### src/rtl/uart_rx_fabric_if.sv
// ---------------------------------------------------------------------------
// uart_rx_fabric_if
//   Byte stream handshake between the fabric UART receiver and its consumer.
//
//   rx_data  : received byte, stable while rx_valid is high
//   rx_valid : a byte is available
//   rx_ready : consumer accepts the byte on an edge where rx_valid && rx_ready
//
//   master : the receiver (drives rx_data / rx_valid)
//   slave  : the consumer (drives rx_ready)
// ---------------------------------------------------------------------------
interface uart_rx_fabric_if;
  logic [7:0] rx_data;
  logic       rx_valid;
  logic       rx_ready;

  modport master (
    output rx_data,
    output rx_valid,
    input  rx_ready
  );

  modport slave (
    input  rx_data,
    input  rx_valid,
    output rx_ready
  );
endinterface

### src/rtl/uart_rx_fabric.sv
// ---------------------------------------------------------------------------
// uart_rx_fabric
//   8N1 UART receiver for the PL fabric. Decodes the serial line driven by the
//   PS UART, presents each byte on a valid/ready handshake, reports framing
//   errors (one-cycle pulse) and overrun (sticky until clr_err).
//
// Ports:
//   clk       : single clock, everything is synchronous to it
//   rst       : synchronous, active-high reset
//   rx        : asynchronous serial input, idle level 1
//   rx_if     : byte handshake (master side: rx_data, rx_valid out; rx_ready in)
//   frame_err : one-cycle pulse when a stop bit is sampled as 0
//   overrun   : sticky, set when a completed byte had to be dropped
//   clr_err   : clears overrun at the next edge (a coincident set wins)
//   busy      : high whenever the receiver FSM is not idle
// ---------------------------------------------------------------------------
module uart_rx_fabric #(
  parameter int CLKS_PER_BIT = 434
) (
  input  logic             clk,
  input  logic             rst,
  input  logic             rx,
  uart_rx_fabric_if.master rx_if,
  output logic             frame_err,
  output logic             overrun,
  input  logic             clr_err,
  output logic             busy
);

  localparam int HALF = CLKS_PER_BIT / 2;
  localparam int CW   = $clog2(CLKS_PER_BIT);

  localparam logic [CW-1:0] CNT_HALF = CW'(HALF - 1);
  localparam logic [CW-1:0] CNT_LAST = CW'(CLKS_PER_BIT - 1);
  localparam logic [CW-1:0] CNT_ONE  = CW'(1);

  typedef enum logic [2:0] {
    IDLE,
    START,
    DATA,
    STOP,
    WAIT_IDLE
  } state_e;

  state_e        state_q, state_d;
  logic [CW-1:0] cnt_q, cnt_d;
  logic [2:0]    bitn_q, bitn_d;
  logic [7:0]    shreg_q, shreg_d;
  logic [7:0]    rx_data_q, rx_data_d;
  logic          rx_valid_q, rx_valid_d;
  logic          frame_err_q, frame_err_d;
  logic          overrun_q, overrun_d;

  // Two-flop synchronizer; both stages reset to the idle line level so that
  // a reset never looks like a start-bit edge by itself.
  logic s1_q, s2_q;

  always_ff @(posedge clk) begin
    if (rst) begin
      s1_q        <= 1'b1;
      s2_q        <= 1'b1;
      state_q     <= IDLE;
      cnt_q       <= '0;
      bitn_q      <= '0;
      shreg_q     <= '0;
      rx_data_q   <= '0;
      rx_valid_q  <= 1'b0;
      frame_err_q <= 1'b0;
      overrun_q   <= 1'b0;
    end else begin
      s1_q        <= rx;
      s2_q        <= s1_q;
      state_q     <= state_d;
      cnt_q       <= cnt_d;
      bitn_q      <= bitn_d;
      shreg_q     <= shreg_d;
      rx_data_q   <= rx_data_d;
      rx_valid_q  <= rx_valid_d;
      frame_err_q <= frame_err_d;
      overrun_q   <= overrun_d;
    end
  end

  always_comb begin
    state_d     = state_q;
    cnt_d       = cnt_q;
    bitn_d      = bitn_q;
    shreg_d     = shreg_q;
    rx_data_d   = rx_data_q;
    // A pending byte is consumed by rx_ready; a delivery below overrides this.
    rx_valid_d  = rx_valid_q & ~rx_if.rx_ready;
    frame_err_d = 1'b0;
    // A new overrun below overrides the clear.
    overrun_d   = overrun_q & ~clr_err;

    unique case (state_q)
      IDLE: begin
        if (!s2_q) begin
          state_d = START;
          cnt_d   = '0;
        end
      end

      START: begin
        if (cnt_q == CNT_HALF) begin
          cnt_d = '0;
          if (!s2_q) begin
            state_d = DATA;
            bitn_d  = '0;
          end else begin
            // Line went back high before mid start bit: treat as a glitch.
            state_d = IDLE;
          end
        end else begin
          cnt_d = cnt_q + CNT_ONE;
        end
      end

      DATA: begin
        if (cnt_q == CNT_LAST) begin
          cnt_d   = '0;
          // LSB arrives first, so shifting in from the top leaves it in bit 0.
          shreg_d = {s2_q, shreg_q[7:1]};
          if (bitn_q == 3'd7) begin
            state_d = STOP;
          end else begin
            bitn_d = bitn_q + 3'd1;
          end
        end else begin
          cnt_d = cnt_q + CNT_ONE;
        end
      end

      STOP: begin
        if (cnt_q == CNT_LAST) begin
          cnt_d = '0;
          if (s2_q) begin
            // Back in IDLE at the stop-bit midpoint so a start bit that
            // follows with no idle time is still caught.
            state_d = IDLE;
            if (!rx_valid_q || rx_if.rx_ready) begin
              rx_data_d  = shreg_q;
              rx_valid_d = 1'b1;
            end else begin
              overrun_d = 1'b1;
            end
          end else begin
            // Bad stop bit; wait for the line to recover so a held-low
            // (break) line reports only once.
            state_d     = WAIT_IDLE;
            frame_err_d = 1'b1;
          end
        end else begin
          cnt_d = cnt_q + CNT_ONE;
        end
      end

      WAIT_IDLE: begin
        if (s2_q) begin
          state_d = IDLE;
        end
      end

      default: begin
        state_d = IDLE;
        cnt_d   = '0;
      end
    endcase
  end

  assign rx_if.rx_data  = rx_data_q;
  assign rx_if.rx_valid = rx_valid_q;
  assign frame_err      = frame_err_q;
  assign overrun        = overrun_q;
  assign busy           = (state_q != IDLE);

endmodule

### src/flat_wrapper.sv
// flat-port wrapper written by rule: the top's interface ports become plain ports
module uart_rx_fabric_flat 
#(
  parameter int CLKS_PER_BIT = 434
)
  (clk, rst, rx, frame_err, overrun, clr_err, busy, rx_if_rx_data, rx_if_rx_valid, rx_if_rx_ready);
  uart_rx_fabric_if rx_if_i ();
  input  logic clk;
  input  logic rst;
  input  logic rx;
  output logic frame_err;
  output logic overrun;
  input  logic clr_err;
  output logic busy;
  output wire logic [$bits(rx_if_i.rx_data)-1:0] rx_if_rx_data;
  output wire logic [$bits(rx_if_i.rx_valid)-1:0] rx_if_rx_valid;
  input wire logic [$bits(rx_if_i.rx_ready)-1:0] rx_if_rx_ready;
  assign rx_if_rx_data = rx_if_i.rx_data;
  assign rx_if_rx_valid = rx_if_i.rx_valid;
  assign rx_if_i.rx_ready = rx_if_rx_ready;
  uart_rx_fabric #(.CLKS_PER_BIT(CLKS_PER_BIT)) u_core (.clk(clk), .rst(rst), .rx(rx), .rx_if(rx_if_i), .frame_err(frame_err), .overrun(overrun), .clr_err(clr_err), .busy(busy));
endmodule
### config.mk
export PLATFORM = sky130hd
export DESIGN_NAME = uart_rx_fabric_flat
export DESIGN_NICKNAME = d
export VERILOG_FILES = /design/src/rtl/uart_rx_fabric_if.sv /design/src/rtl/uart_rx_fabric.sv /design/src/flat_wrapper.sv
export SDC_FILE = /design/constraint.sdc
export NUM_CORES = 1
export LEC_CHECK = 0
export CORE_ASPECT_RATIO = 0.8
export CORE_MARGIN = 3
export CORE_UTILIZATION = 46
export CTS_BUF_LIST = sky130_fd_sc_hd__clkbuf_16
export CTS_CLUSTER_DIAMETER = 150
export DETAILED_ROUTE_END_ITERATION = 16
export GPL_TIMING_DRIVEN = 0
export PLACE_DENSITY = 0.67
export SLEW_MARGIN = 10
export SYNTH_ARGS = -nofsm -noshare
export SYNTH_HDL_FRONTEND = slang
export SYNTH_SLANG_ARGS = --single-unit
### constraint.sdc
create_clock -name clk -period 2.1 [get_ports clk]
set_input_delay 0.42 -clock clk [delete_from_list [all_inputs] [get_ports clk]]
set_output_delay 0.42 -clock clk [all_outputs]
set_load 0.02 [all_outputs]
After elaboration in Yosys (flattened, before gate mapping). Index checks and enable logic that the tools add are counted.

Register bits: 36. Latch bits: 0. Bits in writable memories: 0. Bits in read-only memories: 0. Output and inout port bits: 12. Word-level logic and storage cells: 73. Memories kept: 0.

Add/subtract/negate cells: 2. Multipliers: 0. Divide/modulo/power cells: 0. Magnitude comparators: 0. Equality and inequality tests: 15. Shifts and indexed selects: 0. Multiplexer cells: 27. Bitwise operators: 7. Reductions and logical operators: 12.

Operator list (number): $pmux W9 S4 (1); $mux W3 (11); $mux W9 (3); $pmux W3 S5 (1); $ne A2 B1 Y1 const B (5); $add A9 B1 Y9 const B (1); $eq A9 B8 Y1 const B (1); $eq A9 B9 Y1 const B (1); $mux W1 (9); $eq A3 B2 Y1 const B (2); $eq A3 B3 Y1 const B (2); $ne A2 B2 Y1 const B (3); $pmux W3 S2 (1); $reduce_and A6 Y1 (1); $not A1 Y1 (5); $reduce_and A5 Y1 (1); $reduce_and A2 Y1 (2); $reduce_and A4 Y1 (1); $add A3 B1 Y3 const B (1); $eq A3 B1 Y1 const B (1); $logic_not A3 Y1 (1); $reduce_bool A3 Y1 (1); $reduce_or A3 Y1 (1); $and A1 B1 Y1 (2); 5 further kinds (5).

Depth between registers and ports, before layout. Gate-level depths: netlist of run 1.

Depth in word-level cells: 6. Gate-level depth with buffers: 8. Depth with buffers taken out: 7.

Least setup slack after synthesis of run 1. Ideal clock, no wire load.

Path kind: register to register. Start: register u_core.cnt_q[0]. End: register u_core.state_q[2]. Setup time: 70 ps. Arrival time: 1713 ps. Path slack: 317 ps. Stages on the path, launching flop included: 9. Buffers on the path: 1. Cell sequence: dfxtp_1 inv_1 ha_1 nand4b_2 o41ai_4 o22ai_2 buf_6 or4_1 a21oi_1.

Word-level cells in the longest chain between the ends: 3. Elaborated cells on any way between the ends: 6.

RTL lines: start, declared (RTL line uart_rx_fabric.sv:46) `logic [CW-1:0] cnt_q, cnt_d;`; start signal, assigned (RTL line uart_rx_fabric.sv:74) `cnt_q <= cnt_d;`; $eq A9 B9 Y1 / $eq A9 B8 Y1 (equally long branches) (RTL line uart_rx_fabric.sv:120, uart_rx_fabric.sv:135, uart_rx_fabric.sv:105); $ne A2 B1 Y1 (no line); $reduce_and A6 Y1 (no line) *; end signal, assigned (RTL line uart_rx_fabric.sv:73) `state_q <= state_d;`; end, declared (RTL line uart_rx_fabric.sv:45) `state_e state_q, state_d;`.

Every way passes the cells marked *; elsewhere a longest branch is shown, timed or not. A chain may end at the register's enable or synchronous reset.

Worst setup path in the final report of run 1. Ends and elaborated chain as after synthesis.

==> run_results.csv, run 1 <==
group,metric,value,unit
global_routing,grt_overflow,0,
synth,synth_top_flop_cell,"dfxtp_1",
synth,ys_top_cells_by_count,"36 x dfxtp_1, 26 x nor2_1, 16 x mux2i_1",
route,drt_first_pass_iters,4,
global_routing,grt_util_met3,6.10,%
synth,syn_avg_cell_area,9.61,sq um
outcome,outcome,"complete, no violations",
cts,clk_pin_slew,50,ps
pwr,powerDensity,732,nW/um^2
pwr,p_total,0.00146,W
global_routing,grt_max_degree,12,
synth,synth.yosys.seq_area_share,44.1,%
cts,cts_made_buffers,5,
cells_and_area,post-route-util,61.6,%
placed_design,gp_congestion,0.887,
route,drc_errors,0,
setup_path,crit_start,"u_core.cnt_q[0]$_SDFFE_PP0P_",
synth,yosysMostFrequentCell,"dfxtp_1",
timing,fin_crit,1950,ps
route,vias,1274,
timing,tns,0,ps
timing,finalHoldWorstSlack,417,ps
synth,synth_area,1630,sq um
min_path,hold_path.class,"reg2reg",
setup_path,crit_fanout,10,
synth,synth_edf_count,0,
cells_and_area,antenna_cells,0,
synth,yosys-top-cells-area,"dfxtp_1 44%, mux2i_1 9.8%, nor2_1 6.0%, ha_1 3.8%, buf_6 2.8%",
route,via_per_inst,5.42,
timing,rsz0062_at_grt,"no",
global_routing,grt_usage,16.9,%
pwr,peakVddDrop,0.477,mV
floorplanning,initial_core_util,50.4,%
synth,ys_seq_elements,36,
global_routing,antenna_found_initial,0,
cts,clock_latency,280,ps
global_routing,busiest_layer,"met2",
setup_path,crit_type,"reg2reg",
route,wire_per_inst,14.0,um
setup_path,crit_end,"u_core.state_q[2]$_SDFFE_PP0P_",
job,maxCapViolCount,0,
cells_and_area,nets,204,
synth,synth_cells,170,
floorplanning,die_y,59.3,um
global_routing,grt_pass1_wl,5550,um
setup_path,r2r_end,"u_core.state_q[2]$_SDFFE_PP0P_",
synth,yosysTopAreaCellShare,44.1,%
min_path,min_path_cells,1,
cells_and_area,drive_above_1_share,12.3,%
timing,slew_headroom,68.8,%
setup_path,r2r_setup_slack,150,ps
cts,root_buffer,"clkbuf_16",
timing,final_max_slew_viol_count,0,
placed_design,dp_hpwl,2350,um
timing,finalHoldViolations,0,
synth,yosys.area.top_type,"dfxtp_1",
timing,fmax,512,MHz
timing,skew,6.23,ps
floorplanning,die_w,72.6,um
synth,yosysWarningCount,0,
placed_design,numPortBuffers,16,
floorplanning,dieArea,4310,sq um
setup_path,required,2300,ps
timing,tightest_slew,463,ps
synth,syn_nets,180,
floorplanning,core_area,3240,sq um
cts,cts_tree,"built",
cts,cts_hold_buf,0,
global_routing,use_met2,24.9,%
floorplanning,row_count,18,
setup_path,crit_arrival,2160,ps
pwr,p_leak,0.841,nW
placed_design,placed_cells,226,
cts,clock-sinks,36,
synth,ys_types,41,
route,drt_wl_total,3280,um
timing,setup_viol,0,
cells_and_area,syn_to_final_growth,22.3,%
route,dr.first_iter.drc_count,106,
timing,post-route-period-util,93.1,%
setup_path,worstSetupStartpointType,"flip-flop",
setup_path,r2r_cells,8,
synth,async_flop_share,0,%
route,antenna_left,0,
floorplanning,boundaryPins,17,
setup_path,crit_path_end_kind,"flip-flop",
global_routing,grt_util_met1,23.2,%
cts,htreeDepth,2,
global_routing,grt_pass1_vias,1210,
setup_path,r2r-start,"u_core.cnt_q[0]$_SDFFE_PP0P_",
cts,clk_path_buf_depth,2,
cells_and_area,instances_no_fill,235,
==> area by class of cell <==
type	count	area, sq um
clock inverter	3	13.8
tap	40	50.0
inverter	4	15.0
sequential	36	721
clock buffer	5	125
buffer	9	71.3
timing repair buffer	17	170
fill	281	1240
multi-input combinational	121	832
==> worst max-delay path, stage by stage, from the launching register on <==
cell      delay, ps
dfxtp_1         350
inv_1            90
ha_1            160
nand4b_2        130
o41ai_4         280
o22ai_2         160
buf_6           170
or4_1           390
a21oi_1         150
==> where the power goes <==
group	leakage [nW]	internal, W	total, W	switching [W]
clock	0.0710	0.000430	0.000692	0.000262
combinational	0.480	0.0000325	0.0000787	0.0000461
sequential	0.291	0.000688	0.000692	0.00000340
==> cells by family after synthesis <==
group / share of synthesized area (%)
xor gates and xnor gates: 2.68
buffers and inverters: 5.28
adders and majority gates: 3.83
muxes: 10.5
and+or+nand+nor: 24.2
AOI/OAI and AO/OA: 9.42
DFF: 44.1
==> per-layer routing <==
metal	wire length (um)	part of all wire, %
met3	209	6.4
met1	1600	49
met5	0	0
met2	1450	44
met4	28	0.85
==> stage by stage <==
| stage | worst slack (ps) | area, sq um |
|---|---|---|
| after global routing | 26.6 | 2000 |
| after global placement | 84.9 | 1840 |
| after detailed placement | 64.7 | 1840 |
| after floorplan | 317 | 1630 |
| after CTS | 41.2 | 1980 |
| final | 145 | 2000 |
==> registers in the layout (all words and copies together) (netlist names) <==
register / count
u_core.cnt_q: 9
u_core.rx_if.rx_data: 8
u_core.shreg_q: 8
u_core.bitn_q: 3
u_core.state_q: 3
u_core.frame_err: 1
u_core.overrun: 1
u_core.rx_if.rx_valid: 1
u_core.s1_q: 1
u_core.s2_q: 1
==> cell usage in the layout (no fill, tap or decap), types with 2 or more instances in the layout <==
cell             netlist  routed
nand3_1                3       2
xnor2_1                4       4
mux2i_1               16      16
nand4_1                3       3
clkbuf_1               3       3
a21oi_1                7       7
nor2_1                26      26
buf_4                  2       3
nand2_1               11      11
buf_6                  4       4
o21ai_0                3       3
inv_1                  4       4
nand2b_1               2       2
nor4b_1                3       3
a22o_1                 2       2
nor2b_1                3       3
nor3b_1                2       2
clkdlybuf4s50_1        0      15
ha_1                   5       5
nor3_1                 6       6
clkinv_2               0       2
or4_1                  3       3
dfxtp_1               36      36
or2_2                  2       2
nor4_1                 2       2
clkbuf_16              0       5
==> worst min path at each step <==
| stage | from | to | slack (ps) |
|---|---|---|---|
| final | u_core.s1_q$_SDFF_PP1_ | u_core.s2_q$_SDFF_PP1_ | 420 |
| after floorplan | u_core.s1_q$_SDFF_PP1_ | u_core.s2_q$_SDFF_PP1_ | 390 |
| after detailed placement | u_core.s1_q$_SDFF_PP1_ | u_core.s2_q$_SDFF_PP1_ | 400 |
| after global placement | u_core.s1_q$_SDFF_PP1_ | u_core.s2_q$_SDFF_PP1_ | 400 |
| after global routing | u_core.s1_q$_SDFF_PP1_ | u_core.s2_q$_SDFF_PP1_ | 420 |
| after CTS | u_core.s1_q$_SDFF_PP1_ | u_core.s2_q$_SDFF_PP1_ | 420 |
==> what timing repair did <==
item / 4_1_cts / 5_1_grt
buffers inserted: 0 / 1
setup endpoints to repair: 0 / 12
endpoints found under the hold margin: 0 / 0
gates resized for setup: 0 / 2
(Power assumes the default switching activity.)
==> run 2, diff against run 1 <==
--- a/config.mk
+++ b/config.mk
@@ -5,6 +5,7 @@
 export SDC_FILE = /design/constraint.sdc
 export NUM_CORES = 1
 export LEC_CHECK = 0
+export CAP_MARGIN = 20
 export CORE_ASPECT_RATIO = 0.8
 export CORE_MARGIN = 3
 export CORE_UTILIZATION = 46
==> results of run 2 <==
The final DEF is identical to that of run 1; final timing and power are the same.
==> edit (config.mk and constraints of run 2) <==
Make the reset (`rst`) asynchronous in one clocked block. Comments in the files are not updated.
--- a/src/rtl/uart_rx_fabric.sv
+++ b/src/rtl/uart_rx_fabric.sv
@@ -57,3 +57,3 @@
 
-  always_ff @(posedge clk) begin
+  always_ff @(posedge clk or posedge rst) begin
     if (rst) begin
Check against the original RTL: differs if rst is asserted again (counterexample within 4 cycles, from zero or initial values and one cycle with rst high); with rst held inactive, the same outputs for 10 cycles.
==> edit against run 2 <==
Die area up 8.3%. Wire length up 1.2%. Largest cell class is now sequential cells. Worst setup slack worse by 44 ps. Synthesized area up 9.2%. Global-route usage down 0.70 points. Sequential cell count unchanged. Critical path depth down 5. Non-clock buffer count down 5. Final area up 6.9%.
Power is not compared: it rests on default switching activity, and its combinational part moved more than twofold at a synthesized area within 25%.
==> edit: results (changes against run 2) <==
.. list-table::
   :header-rows: 1

   * - Metric
     - Value
   * - Run status
     - finished, final reports clean (unchanged)
   * - Critical-path maximum fanout
     - 8 (was 10)
   * - Slowest cell on the critical path
     - clkdlybuf4s50_1 (was or4_1)
   * - Ratio of cells with drive above 1 in the final layout
     - 23.5% (was 12.3%)
   * - Share of flip-flops with an asynchronous set or reset
     - 100% (was 0%)
   * - Register with the highest flop count
     - u_core.cnt_q (unchanged)
   * - Routed WL per cell
     - 15.0 microns (was 14.0 microns)
   * - Max-cap violations
     - 0 (unchanged)
   * - Number of nets produced by synthesis
     - 165 (was 180)
   * - Largest cells by area after synthesis
     - dfrtp_1 48%, mux2_2 6.9%, mux2_4 6.7% (was dfxtp_1 44%, mux2i_1 9.8%, nor2_1 6.0%)
   * - CTS clk-pin slew, worst paths
     - 50 ps (about the same)
   * - Number of fill cells in the layout
     - 307 (was 281)
   * - Routability congestion estimate from global placement
     - 0.935 (was 0.887)
   * - Worst max-slew margin expressed relative to the limit
     - 50.4% (was 68.8%)
   * - Number of warnings reported in the yosys synthesis log
     - 0 (unchanged)
   * - Aggregate global-route resource usage
     - 16.2% (was 16.9%)
   * - Arrival time worst endpoint
     - 1580 ps (was 2160 ps)
   * - Initial DRC count
     - 64 (was 106)
   * - Wire length of the first global-routing pass
     - 5590 microns (was 5550 microns)
   * - Register area share after synthesis
     - 50.6% (was 44.1%)
   * - Commonest cells post-synth
     - 34 x dfrtp_1, 18 x nand2_1, 11 x mux2_2, 11 x nor2_1, 10 x o21ai_0 (was 36 x dfxtp_1, 26 x nor2_1, 16 x mux2i_1)
   * - Leakage power
     - roughly 0.001 uW
   * - Worst Clk Skew
     - 2.97 ps (was 6.23 ps)
   * - Largest net degree at the start of global routing
     - 37 (was 12)
   * - Number of unique standard cell types used by synthesis
     - 44 (was 41)
   * - DP Wirelength
     - 2290 microns (was 2350 microns)
   * - Crit-path max cell delay
     - 540 ps (was 390 ps)
   * - Total vias in the final route
     - 1236 (was 1274)
   * - Final-stage net count
     - 188 (was 204)
[edit: cell count changes in the layout (fill, tap and decap cells not counted), sizes merged, moves of 7 or more]
cell,change
nor2,-16
mux2i,-15
mux2,+18
dfxtp,-36
dfrtp,+34
o21ai,+7
nand2,+7
[edit: path summary, 6_finish.rpt]
path	start	endpoint	slack, ps	cells after the start
setup reg to reg	u_core.cnt_q[0]$_DFFE_PP0P_	u_core.cnt_q[3]$_DFFE_PP0P_	240	6
hold reg to reg	u_core.s1_q$_DFF_PP1_	u_core.s2_q$_DFF_PP1_	360	0
hold / removal	u_core.s1_q$_DFF_PP1_	u_core.s2_q$_DFF_PP1_	360	0
max in group asynchronous	rst	u_core.shreg_q[7]$_DFFE_PP0P_	1030	2
min in group asynchronous	rst	u_core.rx_if.rx_data[0]$_DFFE_PP0P_	590	2
setup / recovery	u_core.state_q[2]$_DFFE_PP0P_	busy	100	3
[edit: report_power, final]
part / internal [uW] / switching (uW) / leakage, uW
logic: 9.40 / 18.6 / 0.000428
registers: 698 / 0.444 / 0.000481
clock network: 426 / 263 / 0.0000701
total: 1130 / 282 / 0.000979
[edit: worst max-delay path, delay by kind of cell (launching register included)]
family,cells,cell delay [ps]
buf+inv,1,540
flops,1,450
simple gates,2,300
[edit: metrics by stage]
stage | util [%] | cells | power, uW | setup WS, ps | instance area [sq um]
2_1_floorplan | - | 155 | 726 | 354 | 1780
3_3_place_gp | 56.0 | 213 | 738 | 121 | 2000
3_5_place_dp | 56.0 | 213 | 739 | 256 | 2000
4_1_cts | 59.8 | 221 | 1430 | 6.96 | 2130
5_1_grt | 59.9 | 221 | 1460 | 24.0 | 2140
6_report | 59.9 | 221 | 1420 | 101 | 2140
[edit: layout make-up]
cell class / count / area share (%)
Buffer: 5 / 1.52
Clock buffer: 5 / 5.86
Inverter: 5 / 0.879
Timing Repair Buffer: 16 / 7.50
Tap cell: 42 / 2.46
Sequential cell: 36 / 42.3
Clock inverter: 3 / 0.527
Multi-Input combinational cell: 109 / 39.0
[edit: layer usage]
metal | GRT usage (%) | share of wire (%) | up-vias
met5 | 0 | 0 | -
met4 | 7.48 | 2.2 | 0
met3 | 4.34 | 5.1 | 7
met2 | 23.7 | 44 | 33
met1 | 22.5 | 49 | 595
li1 | - | - | 601
[edit: cell families (layout without fill, tap and decap cells)]
| family | Yosys count | after routing | synth area share [%] |
|---|---|---|---|
| compound gates | 28 | 28 | 10.5 |
| xor+xnor | 1 | 1 | 0.491 |
| fa+ha+maj | 5 | 5 | 3.51 |
| buf+inv | 10 | 34 | 2.88 |
| flops | 36 | 36 | 50.6 |
| mux | 20 | 20 | 14.2 |
| simple gates | 55 | 55 | 17.7 |
